<file path="config.mk">
export PLATFORM = sky130hd
export DESIGN_NAME = tile_move_ctrl
export DESIGN_NICKNAME = d
export VERILOG_FILES = /design/src/rtl/tile_pkg.sv /design/src/rtl/tile_move_ctrl_btn_debounce.sv /design/src/rtl/tile_move_ctrl.sv
export SDC_FILE = /design/constraint.sdc
export NUM_CORES = 1
export LEC_CHECK = 0
export BUFFER_PORTS_ARGS = -buffer_cell sky130_fd_sc_hd__buf_4
export CAP_MARGIN = 5
export CORE_ASPECT_RATIO = 1.2
export CORE_UTILIZATION = 31
export DETAILED_ROUTE_END_ITERATION = 10
export MAX_ROUTING_LAYER = met4
export PLACE_DENSITY = 0.49
export SYNTH_ARGS = -nofsm -noshare
export SYNTH_HDL_FRONTEND = slang
export SYNTH_SLANG_ARGS = --single-unit
export TNS_END_PERCENT = 50
</file>
<file path="constraint.sdc">
create_clock -name clk -period 2.66 [get_ports clk]
set_input_delay 0.133 -clock clk [delete_from_list [all_inputs] [get_ports clk]]
set_output_delay 0.133 -clock clk [all_outputs]
set_load 0.01 [all_outputs]
</file>
<file path="src/rtl/tile_pkg.sv">
// tile_pkg: shared types and constants for the 5x5 tile-sort puzzle controller.
//   - FSM state encoding and button direction encoding
//   - grid geometry constants and button index map
//   - step_coord(): one-cell selector step with edge handling
// Optional build macro: SEL_WRAP_EN (selector and swap neighbours wrap modulo GRID).
package tile_pkg;

   localparam int         GRID     = 5;
   localparam int         TILE_CNT = GRID * GRID;
   localparam logic [2:0] GRID_MAX = 3'(GRID - 1);
   localparam logic [4:0] LAST_ADDR = 5'(TILE_CNT - 1);
   localparam logic [4:0] SCAN_END  = 5'(TILE_CNT);

   // Bit positions of the buttons in the packed press vector.
   localparam int BTN_UP     = 0;
   localparam int BTN_DOWN   = 1;
   localparam int BTN_LEFT   = 2;
   localparam int BTN_RIGHT  = 3;
   localparam int BTN_CENTER = 4;

   typedef enum logic [2:0] {
      INIT  = 3'd0,
      IDLE  = 3'd1,
      RD_A  = 3'd2,
      RD_B  = 3'd3,
      WR_A  = 3'd4,
      WR_B  = 3'd5,
      CHECK = 3'd6
   } state_e;

   typedef enum logic [2:0] {
      DIR_NONE  = 3'd0,
      DIR_UP    = 3'd1,
      DIR_DOWN  = 3'd2,
      DIR_LEFT  = 3'd3,
      DIR_RIGHT = 3'd4
   } dir_e;

   // Returns {off_grid, new_pos}. When a step would leave the grid the position
   // is held and off_grid is raised, unless wrapping is built in.
   function automatic logic [3:0] step_coord(input logic [2:0] pos,
                                             input logic       inc,
                                             input logic       dec);
      logic [3:0] res;
      res = {1'b0, pos};
      if (inc) begin
         if (pos == GRID_MAX) begin
`ifdef SEL_WRAP_EN
            res = {1'b0, 3'd0};
`else
            res = {1'b1, pos};
`endif
         end else begin
            res = {1'b0, pos + 3'd1};
         end
      end else if (dec) begin
         if (pos == 3'd0) begin
`ifdef SEL_WRAP_EN
            res = {1'b0, GRID_MAX};
`else
            res = {1'b1, pos};
`endif
         end else begin
            res = {1'b0, pos - 3'd1};
         end
      end else begin
         res = {1'b0, pos};
      end
      return res;
   endfunction

endpackage

</file>
<file path="src/rtl/tile_move_ctrl_btn_debounce.sv">
// btn_debounce: one board button conditioner.
//   clk, rst  : system clock, synchronous active-high reset
//   btn       : raw asynchronous button level, active-high
//   press     : single-cycle pulse on each debounced rising edge (registered)
// The debounced level flips only after the synchronised input has differed
// from it for more than DEBOUNCE_CYCLES consecutive cycles.
module btn_debounce #(
   parameter logic [19:0] DEBOUNCE_CYCLES = 20'd500000
) (
   input  logic clk,
   input  logic rst,
   input  logic btn,
   output logic press
);

   logic        sync1_r;
   logic        sync2_r;
   logic        level_r;
   logic        press_r;
   logic [19:0] cnt_r;

   // Synchroniser, stability counter, debounced level and rising-edge pulse.
   always_ff @(posedge clk) begin
      if (rst) begin
         sync1_r <= 1'b0;
         sync2_r <= 1'b0;
         level_r <= 1'b0;
         press_r <= 1'b0;
         cnt_r   <= 20'd0;
      end else begin
         sync1_r <= btn;
         sync2_r <= sync1_r;
         press_r <= 1'b0;
         if (sync2_r == level_r) begin
            cnt_r <= 20'd0;
         end else if (cnt_r == DEBOUNCE_CYCLES) begin
            level_r <= sync2_r;
            cnt_r   <= 20'd0;
            press_r <= sync2_r;
         end else begin
            cnt_r <= cnt_r + 20'd1;
         end
      end
   end

   assign press = press_r;

endmodule

</file>
<file path="src/rtl/tile_move_ctrl.sv">
// tile_move_ctrl: game controller for the 5x5 tile-sort puzzle.
//   clk, rst            : system clock, synchronous active-high reset
//   btn_up..btn_center  : raw asynchronous buttons, active-high
//   sel_row, sel_col    : selector position 0..4
//   grabbed             : selected tile held for a swap
//   ram_addr/we/wdata   : single-port tile RAM write/read port
//   ram_rdata           : RAM read data, valid one cycle after ram_addr
//   busy                : FSM not in IDLE
//   solved              : last scan found every address holding its own index
//   move_count          : completed swaps, saturating
// Optional build macro: SEL_WRAP_EN (wrap selector/neighbours instead of clamp/cancel).
// All outputs except ram_wdata are registered; every register holds the value
// belonging to the state it is in. ram_wdata forwards ram_rdata during WR_A so
// B's tile, arriving that cycle, is written to A without an extra cycle.
module tile_move_ctrl
   import tile_pkg::*;
#(
   parameter logic [19:0] DEBOUNCE_CYCLES = 20'd500000,
   parameter int          MOVE_W          = 10
) (
   input  logic              clk,
   input  logic              rst,
   input  logic              btn_up,
   input  logic              btn_down,
   input  logic              btn_left,
   input  logic              btn_right,
   input  logic              btn_center,
   output logic [2:0]        sel_row,
   output logic [2:0]        sel_col,
   output logic              grabbed,
   output logic [4:0]        ram_addr,
   output logic              ram_we,
   output logic [4:0]        ram_wdata,
   input  logic [4:0]        ram_rdata,
   output logic              busy,
   output logic              solved,
   output logic [MOVE_W-1:0] move_count
);

   localparam logic [MOVE_W-1:0] MC_ONE = {{(MOVE_W-1){1'b0}}, 1'b1};
   localparam logic [MOVE_W-1:0] MC_MAX = {MOVE_W{1'b1}};

   // row*5+col as (row<<2)+row+col.
   function automatic logic [4:0] cell_addr(input logic [2:0] row, input logic [2:0] col);
      return {row, 2'b00} + {2'b00, row} + {2'b00, col};
   endfunction

   logic [4:0] btn_raw_s;
   logic [4:0] press_s;

   assign btn_raw_s = {btn_center, btn_right, btn_left, btn_down, btn_up};

   for (genvar i = 0; i < 5; i++) begin : g_btn
      btn_debounce #(.DEBOUNCE_CYCLES(DEBOUNCE_CYCLES)) u_db (
         .clk   (clk),
         .rst   (rst),
         .btn   (btn_raw_s[i]),
         .press (press_s[i])
      );
   end

   state_e            state_r, state_nxt;
   logic [4:0]        cnt_r, cnt_nxt;       // INIT: next index to write; CHECK: scan cycle
   logic              ok_r, ok_nxt;         // all compares so far matched
   logic [2:0]        sel_row_r, sel_row_nxt;
   logic [2:0]        sel_col_r, sel_col_nxt;
   logic [2:0]        tgt_row_r, tgt_row_nxt;
   logic [2:0]        tgt_col_r, tgt_col_nxt;
   logic              grabbed_r, grabbed_nxt;
   logic [4:0]        ram_addr_r, ram_addr_nxt;
   logic              ram_we_r, ram_we_nxt;
   logic [4:0]        wdata_r, wdata_nxt;   // also holds A's tile during a swap
   logic              wr_pass_r, wr_pass_nxt;
   logic              busy_r;
   logic              solved_r, solved_nxt;
   logic [MOVE_W-1:0] mc_r, mc_nxt;

   logic              center_s;
   dir_e              dir_s;
   logic [3:0]        row_step_s;
   logic [3:0]        col_step_s;
   logic              off_grid_s;
   logic              match_s;
   logic              ok_upd_s;

   // Press arbitration: center > up > down > left > right.
   always_comb begin
      center_s = 1'b0;
      dir_s    = DIR_NONE;
      if (press_s[BTN_CENTER]) begin
         center_s = 1'b1;
      end else if (press_s[BTN_UP]) begin
         dir_s = DIR_UP;
      end else if (press_s[BTN_DOWN]) begin
         dir_s = DIR_DOWN;
      end else if (press_s[BTN_LEFT]) begin
         dir_s = DIR_LEFT;
      end else if (press_s[BTN_RIGHT]) begin
         dir_s = DIR_RIGHT;
      end else begin
         dir_s = DIR_NONE;
      end
   end

   // Neighbour cell and scan compare helpers.
   always_comb begin
      row_step_s = step_coord(sel_row_r, dir_s == DIR_DOWN,  dir_s == DIR_UP);
      col_step_s = step_coord(sel_col_r, dir_s == DIR_RIGHT, dir_s == DIR_LEFT);
      off_grid_s = row_step_s[3] | col_step_s[3];
      match_s    = (ram_rdata == (cnt_r - 5'd1));
      ok_upd_s   = ok_r & ((cnt_r == 5'd0) | match_s);
   end

   // Next-state and next-output logic.
   always_comb begin
      state_nxt    = state_r;
      cnt_nxt      = cnt_r;
      ok_nxt       = ok_r;
      sel_row_nxt  = sel_row_r;
      sel_col_nxt  = sel_col_r;
      tgt_row_nxt  = tgt_row_r;
      tgt_col_nxt  = tgt_col_r;
      grabbed_nxt  = grabbed_r;
      ram_addr_nxt = ram_addr_r;
      ram_we_nxt   = 1'b0;
      wdata_nxt    = wdata_r;
      wr_pass_nxt  = 1'b0;
      solved_nxt   = solved_r;
      mc_nxt       = mc_r;
      case (state_r)
         INIT: begin
            if (cnt_r == SCAN_END) begin
               state_nxt    = CHECK;
               ram_addr_nxt = 5'd0;
               cnt_nxt      = 5'd0;
               ok_nxt       = 1'b1;
            end else begin
               ram_we_nxt   = 1'b1;
               ram_addr_nxt = cnt_r;
               wdata_nxt    = cnt_r;
               cnt_nxt      = cnt_r + 5'd1;
            end
         end
         IDLE: begin
            if (center_s) begin
               grabbed_nxt = ~grabbed_r;
            end else if (dir_s != DIR_NONE) begin
               if (!grabbed_r) begin
                  sel_row_nxt = row_step_s[2:0];
                  sel_col_nxt = col_step_s[2:0];
               end else if (off_grid_s) begin
                  grabbed_nxt = 1'b0;
               end else begin
                  tgt_row_nxt  = row_step_s[2:0];
                  tgt_col_nxt  = col_step_s[2:0];
                  state_nxt    = RD_A;
                  ram_addr_nxt = cell_addr(sel_row_r, sel_col_r);
               end
            end else begin
               state_nxt = IDLE;
            end
         end
         RD_A: begin
            state_nxt    = RD_B;
            ram_addr_nxt = cell_addr(tgt_row_r, tgt_col_r);
         end
         RD_B: begin
            // A's tile arrives now; keep it in the write-data register for WR_B.
            wdata_nxt    = ram_rdata;
            state_nxt    = WR_A;
            ram_addr_nxt = cell_addr(sel_row_r, sel_col_r);
            ram_we_nxt   = 1'b1;
            wr_pass_nxt  = 1'b1;
         end
         WR_A: begin
            state_nxt    = WR_B;
            ram_addr_nxt = cell_addr(tgt_row_r, tgt_col_r);
            ram_we_nxt   = 1'b1;
         end
         WR_B: begin
            state_nxt    = CHECK;
            ram_addr_nxt = 5'd0;
            cnt_nxt      = 5'd0;
            ok_nxt       = 1'b1;
            sel_row_nxt  = tgt_row_r;
            sel_col_nxt  = tgt_col_r;
            grabbed_nxt  = 1'b0;
            if (mc_r != MC_MAX) begin
               mc_nxt = mc_r + MC_ONE;
            end else begin
               mc_nxt = mc_r;
            end
         end
         CHECK: begin
            ok_nxt = ok_upd_s;
            if (cnt_r == SCAN_END) begin
               solved_nxt = ok_upd_s;
               state_nxt  = IDLE;
            end else begin
               cnt_nxt = cnt_r + 5'd1;
               if (cnt_r < LAST_ADDR) begin
                  ram_addr_nxt = cnt_r + 5'd1;
               end else begin
                  ram_addr_nxt = ram_addr_r;
               end
            end
         end
         default: begin
            state_nxt = INIT;
            cnt_nxt   = 5'd0;
         end
      endcase
   end

   // State and output registers.
   always_ff @(posedge clk) begin
      if (rst) begin
         state_r    <= INIT;
         cnt_r      <= 5'd0;
         ok_r       <= 1'b0;
         sel_row_r  <= 3'd2;
         sel_col_r  <= 3'd2;
         tgt_row_r  <= 3'd0;
         tgt_col_r  <= 3'd0;
         grabbed_r  <= 1'b0;
         ram_addr_r <= 5'd0;
         ram_we_r   <= 1'b0;
         wdata_r    <= 5'd0;
         wr_pass_r  <= 1'b0;
         busy_r     <= 1'b1;
         solved_r   <= 1'b0;
         mc_r       <= {MOVE_W{1'b0}};
      end else begin
         state_r    <= state_nxt;
         cnt_r      <= cnt_nxt;
         ok_r       <= ok_nxt;
         sel_row_r  <= sel_row_nxt;
         sel_col_r  <= sel_col_nxt;
         tgt_row_r  <= tgt_row_nxt;
         tgt_col_r  <= tgt_col_nxt;
         grabbed_r  <= grabbed_nxt;
         ram_addr_r <= ram_addr_nxt;
         ram_we_r   <= ram_we_nxt;
         wdata_r    <= wdata_nxt;
         wr_pass_r  <= wr_pass_nxt;
         busy_r     <= (state_nxt != IDLE);
         solved_r   <= solved_nxt;
         mc_r       <= mc_nxt;
      end
   end

   assign sel_row    = sel_row_r;
   assign sel_col    = sel_col_r;
   assign grabbed    = grabbed_r;
   assign ram_addr   = ram_addr_r;
   assign ram_we     = ram_we_r;
   assign ram_wdata  = wr_pass_r ? ram_rdata : wdata_r;
   assign busy       = busy_r;
   assign solved     = solved_r;
   assign move_count = mc_r;

endmodule
</file>
Word-level counts from Yosys, hierarchy flattened
Cells that the tools add are included.
{"block": "word_totals", "register_bits": 166, "in_bits": 12, "out_inout_bits": 30, "word_cells": 199}
{"block": "op_classes", "n_addsub": 16, "order_cmp": 1, "eq_ne": 36, "mux": 53, "bitwise": 17, "reduce_logical": 36}
{"cell": "20-bit by 1-bit adder with 20-bit output (second input constant)", "n": 5}
{"cell": "20-bit by 19-bit equality test with 1-bit output (second input constant)", "n": 5}
{"cell": "5-bit 2-to-1 mux", "n": 11}
{"cell": "3-bit 2-to-1 mux", "n": 17}
{"cell": "4-bit 2-to-1 mux", "n": 8}
{"cell": "5-bit case mux with 6 select lines", "n": 1}
{"cell": "3-bit OR reduction", "n": 10}
{"cell": "2-bit AND reduction", "n": 11}
{"cell": "3-bit case mux with 7 select lines", "n": 1}
{"cell": "5-bit by 3-bit adder with 5-bit output", "n": 4}
{"cell": "3-bit equality test (second input constant)", "n": 6}
{"cell": "2-bit inequality test (second input constant)", "n": 9}
{"cell": "5-bit case mux with 3 select lines", "n": 1}
{"cell": "1-bit NOT", "n": 14}
{"cell": "3-bit by 2-bit equality test with 1-bit output (second input constant)", "n": 4}
{"cell": "3-bit case mux with 2 select lines", "n": 2}
{"cell": "10-bit by 1-bit adder with 10-bit output (second input constant)", "n": 1}
{"cell": "10-bit inequality test (second input constant)", "n": 1}
{"cell": "5-bit case mux with 2 select lines", "n": 1}
{"cell": "3-bit logical NOT", "n": 3}
{"cell": "1-bit 2-to-1 mux", "n": 8}
{"cell": "7-bit AND reduction", "n": 1}
{"cell": "3-bit by 1-bit adder with 3-bit output (second input constant)", "n": 2}
{"cell": "3-bit by 1-bit equality test with 1-bit output (second input constant)", "n": 2}
{"cell": "21 further kinds", "n": 31}

Longest topological paths before layout
Gate-level depths: netlist of run 1.
{"block": "depth", "ltp_word": 15, "depth_mapped": 9, "depth_no_buf": 9}

By module
Synthesis of run 1 repeated with hierarchy kept, for this count alone.
{"block": "hier_totals", "cells_unflattened": 1026, "hier_area_um2": 8802.2}
{"mod": "btn_debounce", "n_inst": 5, "cells_each": 122, "area_each_um2": 1079.8, "seq_area_each_um2": 480.5}
{"mod": "tile_move_ctrl", "n_inst": 1, "cells_each": 416, "area_each_um2": 3403.3, "seq_area_each_um2": 920.9}

Worst setup path after synthesis of run 1
Ideal clock, no wire load.
{"block": "synth_path", "path_type": "flip-flop to flip-flop", "from": "register sel_row_r[0], in the netlist sel_row[0]", "to": "register tgt_row_r[1]", "setup_time_ps": 128, "arrival_ps": 2203, "required_time_ps": 2532, "slack_ps": 329, "stages_incl_launch_ff": 10, "path_buffers": 1, "period_less_slack_ps": 2331, "path_cell_list": "dfxtp_1 -> inv_1 -> ha_1 -> and3b_1 -> or4_4 -> a21oi_2 -> and3_1 -> buf_6 -> mux2i_1 -> nor2_1"}
{"block": "synth_between", "elab_chain_len": 7, "word_cells_on_any_way": 11, "cone_classes": "add/sub: 2; eq/ne: 1; mux: 4; bitwise: 2; reduce/logical: 2"}
{"item": "start, declared", "line_no": "tile_move_ctrl.sv:65", "rtl": "logic [2:0] sel_row_r, sel_row_nxt;"}
{"item": "start signal, assigned", "line_no": "tile_move_ctrl.sv:237", "rtl": "sel_row_r <= sel_row_nxt;"}
{"item": "3-bit logical NOT", "line_no": "tile_pkg.sv:57", "rtl": "if (pos == 3'd0) begin"}
{"item": "4-bit 2-to-1 mux", "line_no": "tile_pkg.sv:57"}
{"item": "4-bit 2-to-1 mux", "line_no": "tile_pkg.sv:56", "rtl": "end else if (dec) begin"}
{"item": "4-bit 2-to-1 mux (*)", "line_no": "tile_pkg.sv:46", "rtl": "if (inc) begin"}
{"item": "1-bit bitwise OR", "line_no": "tile_move_ctrl.sv:109", "rtl": "off_grid_s = row_step_s[3] | col_step_s[3];"}
{"item": "1-bit NOT (no source line)"}
{"item": "5-bit AND reduction (no source line)"}
{"item": "end signal, assigned", "line_no": "tile_move_ctrl.sv:239", "rtl": "tgt_row_r <= tgt_row_nxt;"}
{"item": "end, declared", "line_no": "tile_move_ctrl.sv:67", "rtl": "logic [2:0] tgt_row_r, tgt_row_nxt;"}
Every way passes the cells marked *; elsewhere a longest branch is shown, timed or not.
A chain may end at the register's enable or synchronous reset.

Worst setup path in the final report of run 1
{"block": "layout_path", "from": "register sel_row_r[0], in the netlist sel_row[0]", "to": "register tgt_col_r[2]"}
{"block": "layout_between", "elab_chain_len": 7, "word_cells_on_any_way": 9, "cone_classes": "eq/ne: 1; mux: 4; bitwise: 2; reduce/logical: 2"}
{"item": "3-bit logical NOT", "line_no": "tile_pkg.sv:57"}
{"item": "4-bit 2-to-1 mux", "line_no": "tile_pkg.sv:57"}
{"item": "4-bit 2-to-1 mux", "line_no": "tile_pkg.sv:56"}
{"item": "4-bit 2-to-1 mux (*)", "line_no": "tile_pkg.sv:46"}
{"item": "1-bit bitwise OR (*)", "line_no": "tile_move_ctrl.sv:109"}
{"item": "1-bit NOT (no source line) (*)"}
{"item": "5-bit AND reduction (no source line) (*)"}
{"item": "end signal, assigned", "line_no": "tile_move_ctrl.sv:240", "rtl": "tgt_col_r <= tgt_col_nxt;"}
{"item": "end, declared", "line_no": "tile_move_ctrl.sv:68", "rtl": "logic [2:0] tgt_col_r, tgt_col_nxt;"}
Marked as above.

==> results of run 1 <==
[registers in the layout (all words and copies together), names as in the netlist]
name / count
busy: 1
ok_r: 1
ram_addr: 5
sel_row: 3
cnt_r: 5
tgt_col_r: 3
ram_we: 1
g_btn.u_db.cnt_r: 100
g_btn.u_db.sync1_r: 5
solved: 1
g_btn.u_db.press: 5
wr_pass_r: 1
move_count: 10
grabbed: 1
sel_col: 3
g_btn.u_db.sync2_r: 5
state_r: 3
g_btn.u_db.level_r: 5
tgt_row_r: 3
wdata_r: 5
[area by class of cell]
type	instances	area share
Inverter	33	0.0128
Sequential cell	166	0.345
Clock buffer	17	0.0441
Multi-Input combinational cell	735	0.478
Clock inverter	15	0.0192
Timing Repair Buffer	73	0.0589
Tap cell	330	0.0428
[cells by family (layout without fill, tap and decap cells)]
logic type,Yosys count,in the layout,synth area share
AOI/OAI and AO/OA,116,116,0.0952
xor gates and xnor gates,115,115,0.123
adders and majority gates,34,34,0.0554
buffers and inverters,72,138,0.0352
DFF,166,166,0.404
muxes,18,18,0.0230
and+or+nand+nor,452,452,0.264
[repair_timing]
| item | CTS | global route |
|---|---|---|
| resized for setup | 0 | 1 |
| hold buffers | 8 | 0 |
| setup endpoints to repair | 0 | 4 |
| hold endpoints to repair | 8 | 0 |
| setup buffers | 0 | 0 |
[cell usage after synthesis (7+ instances only)]
library cell / number / area share
or3_1: 15 / 0.011
xor2_1: 59 / 0.063
o21ai_0: 24 / 0.015
nand3_1: 50 / 0.030
mux2i_1: 11 / 0.013
clkbuf_1: 30 / 0.014
inv_1: 33 / 0.015
nand4_1: 18 / 0.014
nor3_1: 25 / 0.015
nor2_1: 184 / 0.084
nor2b_1: 24 / 0.018
a21oi_1: 31 / 0.019
mux2_2: 7 / 0.0096
a22oi_1: 9 / 0.0082
a211oi_1: 8 / 0.0073
and3_1: 21 / 0.016
nor4b_1: 7 / 0.0075
xnor2_1: 56 / 0.060
nor4_1: 10 / 0.0076
ha_1: 30 / 0.046
nand2_1: 66 / 0.030
dfxtp_1: 166 / 0.40
[layer usage]
layer | global-route usage | vias up | wire length [um]
li1 | - | 3437 | -
met1 | 0.181 | 3026 | 8920
met2 | 0.225 | 76 | 8320
met3 | 0.0342 | 21 | 576
met4 | 0.0464 | 0 | 273
met5 | - | - | 0
[power groups by stage]
stage	Clock, mW	Sequential (mW)	Combinational, mW
finish	2.50	2.52	0.155
CTS	2.61	2.52	0.157
global placement	0	2.58	0.148
detailed placement	0	2.58	0.147
floorplan	0	2.57	0.0982
global route	2.70	2.53	0.171
[stage by stage]
stage | cell area, um^2 | hold WS [ns] | cells | util
final | 9650 | 0.0319 | 1369 | 0.374
after global routing | 9650 | 0.0515 | 1369 | 0.374
after CTS | 9640 | 0.0160 | 1369 | 0.374
after detailed placement | 8950 | 0.351 | 1329 | 0.347
after global placement | 8950 | 0.354 | 1329 | 0.347
after floorplan | 8220 | 0.261 | 973 | -
[worst max-delay path: stages, from the launching register on]
cell and delay, ns:
dfxtp_1 0.38, inv_1 0.08, ha_1 0.25, and3b_1 0.19
or4_4 0.48, a21oi_2 0.24, and3_2 0.38, mux2i_1 0.22
nor2_1 0.06
[path summary, 6_finish.rpt]
| check | cells after the start | slack (ns) | end |
|---|---|---|---|
| hold / removal | 3 | 0.03 | wdata_r[3] |
| setup reg to reg | 8 | 0.25 | tgt_col_r[2] |
| setup / recovery | 8 | 0.25 | tgt_col_r[2] |
| hold reg to reg | 1 | 0.43 | g_btn[2].u_db.sync2_r |
==> key figures, run 1 <==
Status
  – Status: finished clean

Cells and area
  – Ant diodes: 0
  – Layout Nets: 1072
  – Multi-input combinational cell area: approximately 4600 um^2
  – Area Overhead vs Synth: 17.4%
  – Layout cells sized above 1: 0.111
  – Commonest non-fill, non-tap cell in the layout: nor2_1
  – FILL cells: 2747
  – Sequential cell area: 3320 um^2
  – Commonest cells after routing, fill and taps aside: nor2_1, dfxtp_1, nand2_1, buf_4, xor2_1

GRT
  – Initial antenna violation count: 0
  – GRT Util Overall: 0.144
  – First-pass GRT wire length: ~30000 um
  – Vias in the first global route: approximately 6200
  – Total grt overflow: 0
  – Largest net degree at the start of global routing: 40

Floorplan
  – Initial Util: 0.319
  – Chip Width: 151 um
  – Core area: around 26000 um^2
  – Die area: about 27000 um^2
  – Rows: between 60 and 70
  – Die height: roughly 180 um
  – Io pins: 42

STA
  – Fin worst setup slack: 0.252 ns
  – Fin Setup TNS: 0 ns
  – Worst-Margin Slew: roughly 0.65 ns
  – Final setup fails: 0
  – Max-slew headroom: 0.555
  – Max Clock Skew: between 0.01 and 0.015 ns
  – Final Hold Viols: 0
  – Tcrit/Tclk final: 0.905
  – Tmin final: roughly 2.4 ns
  – Pins Over Slew Limit: 0
  – RSZ-0062 raised after global routing: false
  – Fmax: roughly 420 MHz

Clock tree
  – CTS Sinks: 166
  – Clk Latency, worst-skew pair: roughly 0.44 ns
  – H-tree depth: 4
  – Num CTS Buffers: 17
  – CTS tree: yes
  – Worst-case clock buffer depth: 2
  – CTS Root Cell: clkbuf_16
  – Worst-path clk slew: around 0.08 ns

Worst setup path
  – Setup Crit Path Kind: reg2reg
  – Critical Path Start: sel_row[0]
  – Type of origin of the critical path: flip-flop
  – Crit path max fanout: 9
  – Worst path arrival time: ~2.7 ns
  – FF-to-FF Start: sel_row[0]
  – Worst path required time: 2.97 ns
  – Endpoint type of the worst setup path: flip-flop

Pwr
  – Leakage Power: between 3 and 4 nW
  – PwrDens: between 500 and 600 nW/um^2
  – Switching part of the total: 0.257
  – Max IR drop VDD: just under 0.0004 V
  – Combinational share of power: 0.030
  – Switching power: around 1.3 mW
  – Tot Pwr: a little over 5 mW
  – Pint: slightly below 4 mW
  – Clock power frac: 0.483
  – Seq pwr share: 0.487

Synth
  – Seq cells post-synth: between 150 and 200
  – Synth Instances: a little under 1000
  – Post-Syn Area: 8220 um^2
  – Ys flop type: dfxtp_1
  – Post-synth net total: 1019
  – Ys Warns: 0
  – Distinct cell type count after synthesis: 63
  – Syn Area/Cell: 8.45 um^2
  – Post-synth EDFFs: 0
  – Async S/R FF share, synth: 0
  – Sequential share of the synthesized area: 0.404

Detailed routing
  – Post-DR vias/cell: 4.79
  – Pre-antenna DRT Iters: 4
  – DRC: 0
  – Starting DRC count in detailed routing: about 310
  – Via Count: 6560
  – Post-route ant nets: 0
  – Routed WL: 18100 um
  – WL/cell: 13.2 um

Placed design
  – IO buf count: between 40 and 50
  – DP Wirelength: approximately 13000 um
  – Routability cong.: between 0.7 and 0.8
  – Dpl ws: 0.153 ns

Run
  – Max-cap check violation count: 0

Hold path
  – HP Start: ram_rdata[3]
  – Hold/Removal Path Class: in2reg
(Power assumes the default switching activity.)
==> run 2: changes to the inputs <==
--- a/config.mk
+++ b/config.mk
@@ -11,7 +11,6 @@
 export CORE_UTILIZATION = 31
 export DETAILED_ROUTE_END_ITERATION = 10
 export MAX_ROUTING_LAYER = met4
-export PLACE_DENSITY = 0.49
 export SYNTH_ARGS = -nofsm -noshare
 export SYNTH_HDL_FRONTEND = slang
 export SYNTH_SLANG_ARGS = --single-unit
==> run 2 against run 1 <==
- first-iteration DRC count up 19%
- core utilization shrank 0.37 points
- combinational power fell by 3%
- fmax grew 2.2%
- sequential cell count did not move
- sequential power barely moved
- via count up 0.11%
- critical endpoint is now tgt_col_r[1]
- largest cell class unchanged
- highest routed layer unchanged
==> key figures, run 2 (synthesis results as in run 1) <==
Floorplan
  – Core area: between 20000 and 30000 um^2
  – Die area: 27200 um^2
  – Rows: between 60 and 70
  – Io pins: between 40 and 50
  – Chip Width: around 150 um
  – Initial Util: 0.319
  – Die height: between 150 and 200 um

Clock tree
  – CTS tree: yes
  – Worst-path clk slew: around 0.070 ns
  – CTS Sinks: around 170
  – H-tree depth: 4
  – CTS Root Cell: clkbuf_16
  – Clk Latency, worst-skew pair: between 0.4 and 0.5 ns
  – Num CTS Buffers: 17
  – Worst-case clock buffer depth: 2

Cells and area
  – Area Overhead vs Synth: 16.2%
  – Commonest cells after routing, fill and taps aside: nor2_1, dfxtp_1, nand2_1, buf_4, xor2_1
  – FILL cells: 2685
  – Max reg flops: 100
  – Largest Register: g_btn.u_db.cnt_r
  – Layout Nets: about 1100
  – Ant diodes: 0
  – Commonest non-fill, non-tap cell in the layout: nor2_1
  – Layout cells sized above 1: 0.108

GRT
  – Initial antenna violation count: 0
  – GRT Util Overall: 0.135
  – First-pass GRT wire length: just under 30000 um
  – Vias in the first global route: roughly 6300
  – Largest net degree at the start of global routing: 40
  – Total grt overflow: 0

Hold path
  – Min-Delay Path Depth: 3
  – Hold/Removal Path Class: in2reg
  – Worst Hold Endpoint: wdata_r[1]
  – HP Start: ram_rdata[1]

Detailed routing
  – WL/cell: approximately 12 um
  – Starting DRC count in detailed routing: approximately 360
  – Via Count: approximately 6600
  – Post-DR vias/cell: 4.81
  – DRC: 0
  – Routed WL: roughly 17000 um
  – Post-route ant nets: 0
  – Pre-antenna DRT Iters: 4

STA
  – Fin worst setup slack: approximately 0.3 ns
  – RSZ-0062 raised after global routing: false
  – Max Clock Skew: 0.0103 ns
  – Final setup fails: 0
  – Tcrit/Tclk final: 0.886
  – Worst-Margin Slew: roughly 0.6 ns
  – Pins Over Slew Limit: 0
  – Fin Setup TNS: 0 ns
  – Tmin final: approximately 2.4 ns
  – Final Hold Viols: 0
  – Max-slew headroom: 0.601
  – Fmax: approximately 420 MHz

Worst setup path
  – Type of origin of the critical path: flip-flop
  – Crit path max fanout: 9
  – Reg2Reg Depth: 8
  – Worst path required time: 2.96 ns
  – Largest stage delay on the critical path: between 0.4 and 0.5 ns
  – CP Buf/Inv Count: 1
  – Setup Crit Path Kind: reg2reg
  – Cell family with most CP delay: simple AND/OR/NAND/NOR gates
  – FF-to-FF Start: sel_row[0]
  – Endpoint type of the worst setup path: flip-flop
  – Slowest cell on crit path: or4_4
  – R2r setup slk: around 0.3 ns
  – FF-to-FF End: tgt_col_r[1]
  – Worst path arrival time: 2.66 ns
  – Crit-path cells: inv_1 > ha_1 > and3b_1 > or4_4 > a21oi_2 > and3_2 > mux2i_1 > nor2_1

Placed design
  – Dpl ws: 0.194 ns
  – Routability cong.: just over 0.8
  – IO buf count: 41
  – DP Wirelength: 12000 um

Pwr
  – Combinational share of power: 0.030
  – Clock power frac: 0.462
  – Seq pwr share: 0.508
  – Switching part of the total: 0.237
  – Pint: between 3 and 4 mW
  – Switching power: about 1.2 mW
  – PwrDens: between 500 and 600 nW/um^2
  – Max IR drop VDD: approximately 0.00041 V
  – Leakage Power: between 3 and 4 nW

Status
  – Status: finished clean

Run
  – Max-cap check violation count: 0
[run 2: cell type report]
cell class              count  area (um^2)  share of cell area
clock buffers              17          425              0.0445
multi-input cells         735         4610               0.482
clock inverters            14          125              0.0131
repair buffers             69          533              0.0558
flip-flops and latches    166         3320               0.348
well taps                 330          413              0.0432
inverters                  33          124              0.0130
[run 2: how the worst max path moves through the flow]
stage | startpoint | to | slack [ns] | cells after the start
5_1_grt | sel_row[0] | tgt_col_r[1] | 0.13 | 8
6_report | sel_row[0] | tgt_col_r[1] | 0.30 | 8
3_3_place_gp | sel_row[0] | tgt_row_r[1] | 0.23 | 8
2_1_floorplan | sel_row[0] | tgt_row_r[1] | 0.33 | 9
4_1_cts | sel_row[0] | tgt_col_r[1] | 0.17 | 8
3_5_place_dp | sel_row[0] | tgt_col_r[2] | 0.19 | 8
[run 2: worst reg2reg max path, stage by stage (launching register included)]
cell     delay, ns
dfxtp_1       0.38
inv_1         0.08
ha_1          0.27
and3b_1       0.20
or4_4         0.47
a21oi_2       0.21
and3_2        0.36
mux2i_1       0.21
nor2_1        0.05
[run 2: routing by layer]
metal / global-route usage / part of all wire / up-vias
met5: - / 0 / -
met4: 0.0452 / 0.016 / 0
met3: 0.0256 / 0.026 / 21
met2: 0.219 / 0.48 / 71
met1: 0.167 / 0.48 / 3044
li1: - / - / 3431
[run 2: what timing repair did]
item,4_1_cts,5_1_grt
gates resized for setup,0,1
hold endpoints to repair,6,0
setup buffers,0,0
hold buffers,6,0
endpoints found under the setup margin,0,3
[run 2: power groups by stage]
stage,registers [mW],clock network [mW],logic [mW]
2_1_floorplan,2.57,0,0.0982
3_3_place_gp,2.58,0,0.144
3_5_place_dp,2.58,0,0.145
4_1_cts,2.52,2.37,0.153
5_1_grt,2.52,2.47,0.167
6_report,2.52,2.29,0.151
[run 2: through the flow]
step	cells	utilization	total power, mW	area [um^2]	hold slack [ns]
3_5_place_dp	1327	0.347	2.73	8940	0.348
4_1_cts	1364	0.370	5.04	9550	0.00796
5_1_grt	1364	0.370	5.16	9550	0.0273
2_1_floorplan	973	-	2.67	8220	0.261
3_3_place_gp	1327	0.347	2.72	8940	0.350
6_report	1364	0.370	4.97	9550	0.0211
==> run 3: changes to the inputs <==
--- a/config.mk
+++ b/config.mk
@@ -8,6 +8,7 @@
 export BUFFER_PORTS_ARGS = -buffer_cell sky130_fd_sc_hd__buf_4
 export CAP_MARGIN = 5
 export CORE_ASPECT_RATIO = 1.2
+export CORE_MARGIN = 5
 export CORE_UTILIZATION = 31
 export DETAILED_ROUTE_END_ITERATION = 10
 export MAX_ROUTING_LAYER = met4
==> run 3 against run 2 <==
- count of clock-buffer cells in the layout is 1 higher
- non-clock buffer count is 3 lower
- final cell count is 0.22% higher
- clock power is 5% higher
- critical path depth stayed put
- sequential share of layout area hardly changed
- via count is 0.82% higher
- largest cell class unchanged
- sequential cell count stayed put
- critical path type unchanged
- routed wire length is 2.6% higher
- first-iteration DRC count is 22% higher
- register-to-register slack worse by 0.08 ns
- setup slack worse by 0.084 ns
==> key figures, run 3 (synthesis results as in run 1) <==
Worst setup path
  – Largest stage delay on the critical path: between 0.4 and 0.5 ns
  – R2r setup slk: 0.22 ns
  – Type of origin of the critical path: flip-flop
  – Crit path max fanout: 9
  – Cell family with most CP delay: simple AND/OR/NAND/NOR gates
  – Worst path required time: 2.96 ns
  – Crit-path cells: inv_1 > ha_1 > and3b_1 > or4_4 > a21oi_2 > and3_2 > mux2i_1 > nor2_1
  – Worst path arrival time: between 2 and 3 ns
  – Slowest cell on crit path: or4_4
  – FF-to-FF End: tgt_col_r[2]
  – CP Buf/Inv Count: 1
  – Setup Crit Path Kind: reg2reg
  – Endpoint type of the worst setup path: flip-flop
  – Reg2Reg Depth: 8
  – FF-to-FF Start: sel_row[0]

Detailed routing
  – Routed WL: about 17000 um
  – Post-route ant nets: 0
  – Starting DRC count in detailed routing: about 440
  – WL/cell: ~13 um
  – DRC: 0
  – Via Count: about 6600
  – Post-DR vias/cell: around 4.8
  – Pre-antenna DRT Iters: 6

Pwr
  – Switching power: 1.16 mW
  – Seq pwr share: 0.498
  – Tot Pwr: 5.07 mW
  – Pint: 3.91 mW
  – Leakage Power: around 3.4 nW
  – Clock power frac: 0.473
  – PwrDens: between 500 and 600 nW/um^2
  – Switching part of the total: 0.229
  – Combinational share of power: 0.030
  – Max IR drop VDD: 0.000360 V

STA
  – Fmax: between 400 and 500 MHz
  – Final Hold Viols: 0
  – Pins Over Slew Limit: 0
  – RSZ-0062 raised after global routing: false
  – Max-slew headroom: 0.495
  – Worst-Margin Slew: ~0.76 ns
  – Tmin final: around 2.4 ns
  – Fin Setup TNS: 0 ns
  – Tcrit/Tclk final: 0.917
  – Final setup fails: 0
  – Max Clock Skew: ~0.012 ns

Cells and area
  – Final core occ: 0.365
  – FILL cells: 2739
  – Commonest cells after routing, fill and taps aside: nor2_1, dfxtp_1, nand2_1, buf_4, xor2_1
  – Layout Nets: approximately 1100
  – Max reg flops: 100
  – Post-Layout Cell Count: approximately 1400
  – Largest Register: g_btn.u_db.cnt_r
  – Post-route cell area: 9560 um^2
  – Layout cells sized above 1: 0.108
  – Commonest non-fill, non-tap cell in the layout: nor2_1
  – Area Overhead vs Synth: 16.3%
  – Ant diodes: 0

GRT
  – GRT Util Overall: 0.124
  – Initial antenna violation count: 0
  – First-pass GRT wire length: 30100 um
  – Largest net degree at the start of global routing: 47
  – Vias in the first global route: about 6400
  – Total grt overflow: 0

Clock tree
  – H-tree depth: 4
  – CTS Root Cell: clkbuf_16
  – Worst-case clock buffer depth: 2
  – Num CTS Buffers: 17
  – Clk Latency, worst-skew pair: ~0.42 ns
  – CTS tree: yes
  – Worst-path clk slew: about 0.07 ns
  – CTS Sinks: between 150 and 200

Floorplan
  – Die height: 188 um
  – Core area: about 26000 um^2
  – Rows: between 60 and 70
  – Chip Width: ~160 um
  – Io pins: 42
  – Initial Util: 0.314
  – Die area: approximately 30000 um^2

Hold path
  – Worst Hold Endpoint: wdata_r[0]
  – Hold/Removal Path Class: in2reg
  – Min-Delay Path Depth: 3
  – HP Start: ram_rdata[0]

Placed design
  – Routability cong.: between 0.8 and 0.9
  – IO buf count: between 40 and 50
  – DP Area: about 8900 um^2
  – DP Wirelength: 12600 um
  – Dpl cells: about 1300

Status
  – Status: finished clean

Run
  – Max-cap check violation count: 0
run 3: layer usage:
metal | vias up | routed length [um] | global-route usage
li1 | 3432 | - | -
met1 | 3069 | 8270 | 0.158
met2 | 99 | 8330 | 0.199
met3 | 21 | 538 | 0.0262
met4 | 0 | 248 | 0.0361
met5 | - | 0 | -
run 3: final cells by class:
type	count	area, um^2	area share
multi-input cells	735	4610	0.482
flip-flops and latches	166	3320	0.348
repair buffers	66	508	0.0531
clock buffers	18	439	0.0459
well taps	335	419	0.0438
clock inverters	14	139	0.0145
inverters	33	124	0.0130
run 3: worst max-delay path by stage:
stage | to | slack, ns | cells past startpoint | start
2_1_floorplan | tgt_row_r[1] | 0.33 | 9 | sel_row[0]
3_3_place_gp | tgt_row_r[1] | 0.18 | 8 | sel_row[0]
3_5_place_dp | tgt_row_r[1] | 0.12 | 8 | sel_row[0]
4_1_cts | tgt_row_r[1] | 0.09 | 8 | sel_row[0]
5_1_grt | tgt_row_r[1] | 0.05 | 8 | sel_row[0]
6_report | tgt_col_r[2] | 0.22 | 8 | sel_row[0]
run 3: worst min-delay path: cells and delay by family:
family	cells	cell delay [ns]
buf+inv	1	0.12
simple gates	1	0.09
compound gates	1	0.05
run 3: power groups by stage:
stage	clock network, mW	registers, mW	logic, mW
floorplan	0	2.57	0.0982
detailed placement	0	2.58	0.145
global placement	0	2.58	0.144
finish	2.40	2.52	0.150
global route	2.60	2.53	0.169
CTS	2.48	2.52	0.152
run 3: what timing repair did:
item	in CTS	in global routing
hold endpoints to repair	5	0
setup endpoints to repair	0	6
gates resized for setup	0	1
buffers inserted	0	0
hold buffers	5	0
run 3: metrics by stage:
step | hold slack [ns] | setup slack [ns]
floorplan | 0.261 | 0.329
global placement | 0.345 | 0.184
detailed placement | 0.349 | 0.122
CTS | 0.00489 | 0.0940
global route | 0.0150 | 0.0542
finish | 0.0293 | 0.221
